`src/rtl/dmem_arbiter.sv`:
```
// Data-memory arbiter: shares a single-port sync RAM between the CPU load/store path and a host port.
// Optional host_lock port (freezes the CPU) enabled by defining DMEM_ARB_HOST_LOCK_EN.
module dmem_arbiter #(
  parameter int unsigned ADDR_W        = 11,
  parameter int unsigned DATA_W        = 32,
  parameter int unsigned MAX_HOST_WAIT = 4
) (
  input  logic              clk,
  input  logic              rst,
  input  logic              cpu_req,
  input  logic              cpu_we,
  input  logic [ADDR_W-1:0] cpu_addr,
  input  logic [DATA_W-1:0] cpu_wdata,
  output logic [DATA_W-1:0] cpu_rdata,
  output logic              cpu_rvalid,
  output logic              cpu_stall,
  input  logic              host_req,
  input  logic              host_we,
  input  logic [ADDR_W-1:0] host_addr,
  input  logic [DATA_W-1:0] host_wdata,
  output logic              host_gnt,
  output logic [DATA_W-1:0] host_rdata,
  output logic              host_rvalid,
`ifdef DMEM_ARB_HOST_LOCK_EN
  input  logic              host_lock,
`endif
  output logic              mem_en,
  output logic              mem_we,
  output logic [ADDR_W-1:0] mem_addr,
  output logic [DATA_W-1:0] mem_wdata,
  input  logic [DATA_W-1:0] mem_rdata
);

  localparam int unsigned WAIT_W = 4;
  localparam logic [WAIT_W-1:0] WAIT_MAX = WAIT_W'(MAX_HOST_WAIT);

  typedef enum logic [1:0] {IDLE, CPU_RD, HOST_RD} state_t;

  state_t            state, state_nxt;
  logic [WAIT_W-1:0] host_wait, host_wait_nxt;
  logic              lock_active;
  logic              host_win, cpu_win;

`ifdef DMEM_ARB_HOST_LOCK_EN
  assign lock_active = host_lock;
`else
  assign lock_active = 1'b0;
`endif

  // State and host starvation counter
  always_ff @(posedge clk or negedge rst) begin
    if (!rst) begin
      state     <= IDLE;
      host_wait <= '0;
    end else begin
      state     <= state_nxt;
      host_wait <= host_wait_nxt;
    end
  end

  // Arbitration, memory drive and completion signalling
  always_comb begin
    state_nxt   = state;
    mem_en      = 1'b0;
    mem_we      = 1'b0;
    mem_addr    = '0;
    mem_wdata   = '0;
    host_gnt    = 1'b0;
    cpu_rvalid  = 1'b0;
    cpu_rdata   = '0;
    host_rvalid = 1'b0;
    host_rdata  = '0;
    cpu_stall   = cpu_req;
    host_win    = 1'b0;
    cpu_win     = 1'b0;
    if (rst) begin
      unique case (state)
        IDLE: begin
          host_win = host_req && (!cpu_req || lock_active || (host_wait == WAIT_MAX));
          cpu_win  = !host_win && cpu_req && !lock_active;
          if (host_win) begin
            mem_en    = 1'b1;
            mem_we    = host_we;
            mem_addr  = host_addr;
            mem_wdata = host_wdata;
            host_gnt  = 1'b1;
            if (!host_we) state_nxt = HOST_RD;
          end else if (cpu_win) begin
            mem_en    = 1'b1;
            mem_we    = cpu_we;
            mem_addr  = cpu_addr;
            mem_wdata = cpu_wdata;
            cpu_stall = !cpu_we;
            if (!cpu_we) state_nxt = CPU_RD;
          end
        end
        CPU_RD: begin
          cpu_rvalid = 1'b1;
          cpu_rdata  = mem_rdata;
          cpu_stall  = 1'b0;
          state_nxt  = IDLE;
        end
        HOST_RD: begin
          host_rvalid = 1'b1;
          host_rdata  = mem_rdata;
          state_nxt   = IDLE;
        end
        default: state_nxt = IDLE;
      endcase
    end
  end

  // Wait counter saturates so the host is forced through after MAX_HOST_WAIT losses
  always_comb begin
    host_wait_nxt = host_wait;
    if (host_gnt || !host_req) host_wait_nxt = '0;
    else if (host_wait != WAIT_MAX) host_wait_nxt = host_wait + WAIT_W'(1);
  end

endmodule

```
`config.mk`:
```
export PLATFORM = sky130hd
export DESIGN_NAME = dmem_arbiter
export DESIGN_NICKNAME = d
export VERILOG_FILES = /design/src/rtl/dmem_arbiter.sv
export SDC_FILE = /design/constraint.sdc
export NUM_CORES = 1
export LEC_CHECK = 0
export BUFFER_PORTS_ARGS = -buffer_cell sky130_fd_sc_hd__buf_2
export CORE_AREA = 2 2 92 94
export CTS_CLUSTER_DIAMETER = 150
export DETAILED_ROUTE_END_ITERATION = 8
export DIE_AREA = 0 0 94 96
export GPL_TIMING_DRIVEN = 0
export MAX_ROUTING_LAYER = met4
export SETUP_SLACK_MARGIN = 0.2
export SYNTH_ARGS = -nofsm -noshare
export SYNTH_HDL_FRONTEND = slang
export SYNTH_SLANG_ARGS = --single-unit
```
`constraint.sdc`:
```
create_clock -name clk -period 1.7 [get_ports clk]
set_input_delay 0.085 -clock clk [delete_from_list [all_inputs] [get_ports clk]]
set_output_delay 0.085 -clock clk [all_outputs]
set_load 0.1 [all_outputs]
```
==> flow_summary.yaml <==
setup_path:
  rr_endpoint: "state[0]"
  reg2reg_from: "host_wait[0]"
  end_kind: "output port"
  worstPathCellList: "inv_2 -> ha_4 -> nand3b_1 -> o21ai_4 -> buf_12 -> buf_8 -> buf_16 -> o22ai_4 -> buf_12"
  required_ps: 1620
  rr_worst_depth: 8
  crit_top_cell: "buf_12"
  startpoint: "host_wait[0]"
  crit_path_max_incr_delay_ps: 380
  slowest_stage: "dfrtp_1"
  path_class: "register to output port"
  r2r_slack_ps: 70
  start_kind: "register"
  worstPathMaxFanout: 5
  cp.arrival_ps: 1960
grt:
  grtUsageMet3_pct: 3.92
  overflow: 0
  use_met1_pct: 23.8
  grt.busiest_layer: "met2"
  grt_pass1_vias: 3361
  antenna_found_initial: 1
  grt_max_degree: 11
  grt_pass1_wl_um: 16300
  use_met2_pct: 46.4
  grt_usage_pct: 23.2
sta:
  setup_violations: 48
  rsz0062_at_grt: "yes"
  worst_pin_slew_ps: 395
  layout_min_cycle_time_ps: 2050
  setup_tns_ps: -13960
  drv_slew: 0
  post-route-period-util_pct: 120
  finalHoldViolations: 0
  fmaxAchievable_mhz: 488
  slew_headroom_pct: 73.6
  fin_skew_ps: 3.26
  timing.final.ws_setup_ps: -348
  hold_ws_ps: 165
cts:
  cts.clk_slew.worst_paths_ps: 40
  cts.path.max_buffers: 2
  clock_insertion_delay_worst_skew_ps: 230
  cts_tree: "done"
  clkSinkCount: 6
  cts_root_buffer: "clkbuf_8"
  cts_made_buffers: 3
  htreeDepth: 1
routing:
  routed_wl_um: 13100
  remaining_drc_errors: 0
  routedWlPerCell_um: 19.9
  drt_iter0_markers: 66
  drtPass1Iterations: 4
  drtAntennaViolNets: 0
  vias_per_cell: 4.95
  num_vias: 3264
placement:
  dp.final_hpwl_um: 7310
  placed_area_um2: 3680
  gp_congestion: 0.756
  preCtsSetupSlack_ps: -642
  dp_cells: 614
  io_buffers: 235
synth:
  yosysTopAreaCellShare_pct: 22.9
  syn-instance-count: 274
  synth_top_cell_by_area: "nand2_1"
  seq_area_frac_synth_pct: 9.72
  syn_area_per_cell_um2: 5.63
  ys_top_cells_by_area: "nand2_1 23%, o22ai_1 18%, and2_1 13%, and3_1 13%, dfrtp_1 9.7%"
  yosys_warnings: 0
  syn_area_um2: 1540
  synth_ff_type: "dfrtp_1"
  ys_ff_latch: 6
  async_flop_share_pct: 100
  synth_edf_count: 0
  synthesis.nets: 400
  synth_cell_types: 29
floorplan:
  die_h_um: 96
  fp.dieW_um: 94
  io_pins: 237
  num_rows: 33
  fp.dieArea_um2: 9020
  initial_utilization_pct: 19.2
  core_area_um2: 8050
power:
  p_leak_nw: 2.73
  internal_power_mw: 1.43
  power_density_nw_per_um2: 489
  ir_worst_vdd_mv: 0.333
  power.total_mw: 3.16
  switchingPower_mw: 1.73
  p_clk_share_pct: 6.9
  p_seq_share_pct: 5.2
  p_sw_share_pct: 54.7
  p_comb_share_pct: 87.9
flow_run:
  maxCapViolations: 0
hold_path:
  whs_path_depth: 3
  min_path_type: "input port to register"
  whs_endpoint: "state[1]"
  min_from: "host_we"
final_layout:
  post-route-util_pct: 80.2
  final_common_cell: "buf_12"
  drive_above_1_share_pct: 78.7
  finalNetCount: 681
  finalNonFillerCells: 659
  syn_to_final_growth_pct: 318
  design_area_um2: 6450
  nFillCells: 464
  layout_common_cells: "124 x buf_12, 122 x buf_2, 93 x nand2_1, 44 x o22ai_4"
status:
  status: "finished, violations left"
  violations: "setup timing"
## flip-flops by register name, summed over array words and instances, names as in the netlist
name and count:
host_wait 4, state 2
## final cells by class
| type | instances | area [um^2] | area share [%] |
|---|---|---|---|
| well taps | 105 | 131 | 2.04 |
| multi-input cells | 232 | 2210 | 34.2 |
| diodes | 1 | 2.50 | 0.0388 |
| plain buffers | 31 | 427 | 6.61 |
| flip-flops and latches | 6 | 151 | 2.35 |
| clock buffers | 3 | 41.3 | 0.640 |
| inverters | 5 | 18.8 | 0.291 |
| repair buffers | 276 | 3480 | 53.9 |
## cells in the mapped netlist, types with 2 or more instances
cell      count
nand2_1      94
inv_1         5
and3_1       32
o22ai_1      45
clkbuf_1     20
nor2_1        5
buf_2        10
ha_1          2
o21ai_1       3
nor2b_1       2
dfrtp_1       6
and2_1       33
## power groups by stage
stage	clock network (mW)	logic, mW	registers (mW)
final	0.219	2.77	0.163
after CTS	0.221	2.50	0.163
after global placement	0	1.89	0.164
after global routing	0.234	2.87	0.163
after floorplan	0	1.55	0.163
after detailed placement	0	1.90	0.165
## worst max-delay path by stage
stage / slack, ps / cells past startpoint / end
after floorplan: -430 / 6 / cpu_stall
after global placement: -620 / 8 / mem_wdata[28]
after detailed placement: -640 / 8 / mem_wdata[28]
after CTS: -310 / 9 / mem_wdata[28]
after global routing: -390 / 9 / mem_wdata[2]
final: -350 / 9 / mem_wdata[2]
## metal layers
| metal | up-vias | share of wire (%) |
|---|---|---|
| met3 | 18 | 8.7 |
| li1 | 1512 | - |
| met2 | 181 | 54 |
| met5 | - | 0 |
| met1 | 1553 | 35 |
| met4 | 0 | 1.5 |
## critical path: cells and delay by family (launching register included)
kind | cells | cell delay [ps]
compound gates | 2 | 350
flops | 1 | 380
buf+inv | 5 | 670
simple gates | 1 | 180
fa+ha+maj | 1 | 140
## timing repair
| action | 4_1_cts | 5_1_grt |
|---|---|---|
| endpoints found under the setup margin | 117 | 119 |
| resized for setup | 436 | 143 |
| hold buffers | 1 | 0 |
| pin swaps | 24 | 67 |
| gates cloned | 2 | 7 |
| buffers inserted | 17 | 14 |
| endpoints found under the hold margin | 6 | 0 |
## logic make-up (layout without fill, tap and decap cells)
kind of cell	after synthesis	count (layout)	synth area share, %
AND/OR/NAND/NOR	173	173	54.4
AO/OA/AOI/OAI	56	56	23.5
buffers and inverters	36	315	10.0
flip-flops	6	6	9.72
adder cells (fa/ha/maj)	2	2	1.62
multiplexers	1	1	0.729
other	0	1	0
(Power assumes the default switching activity.)
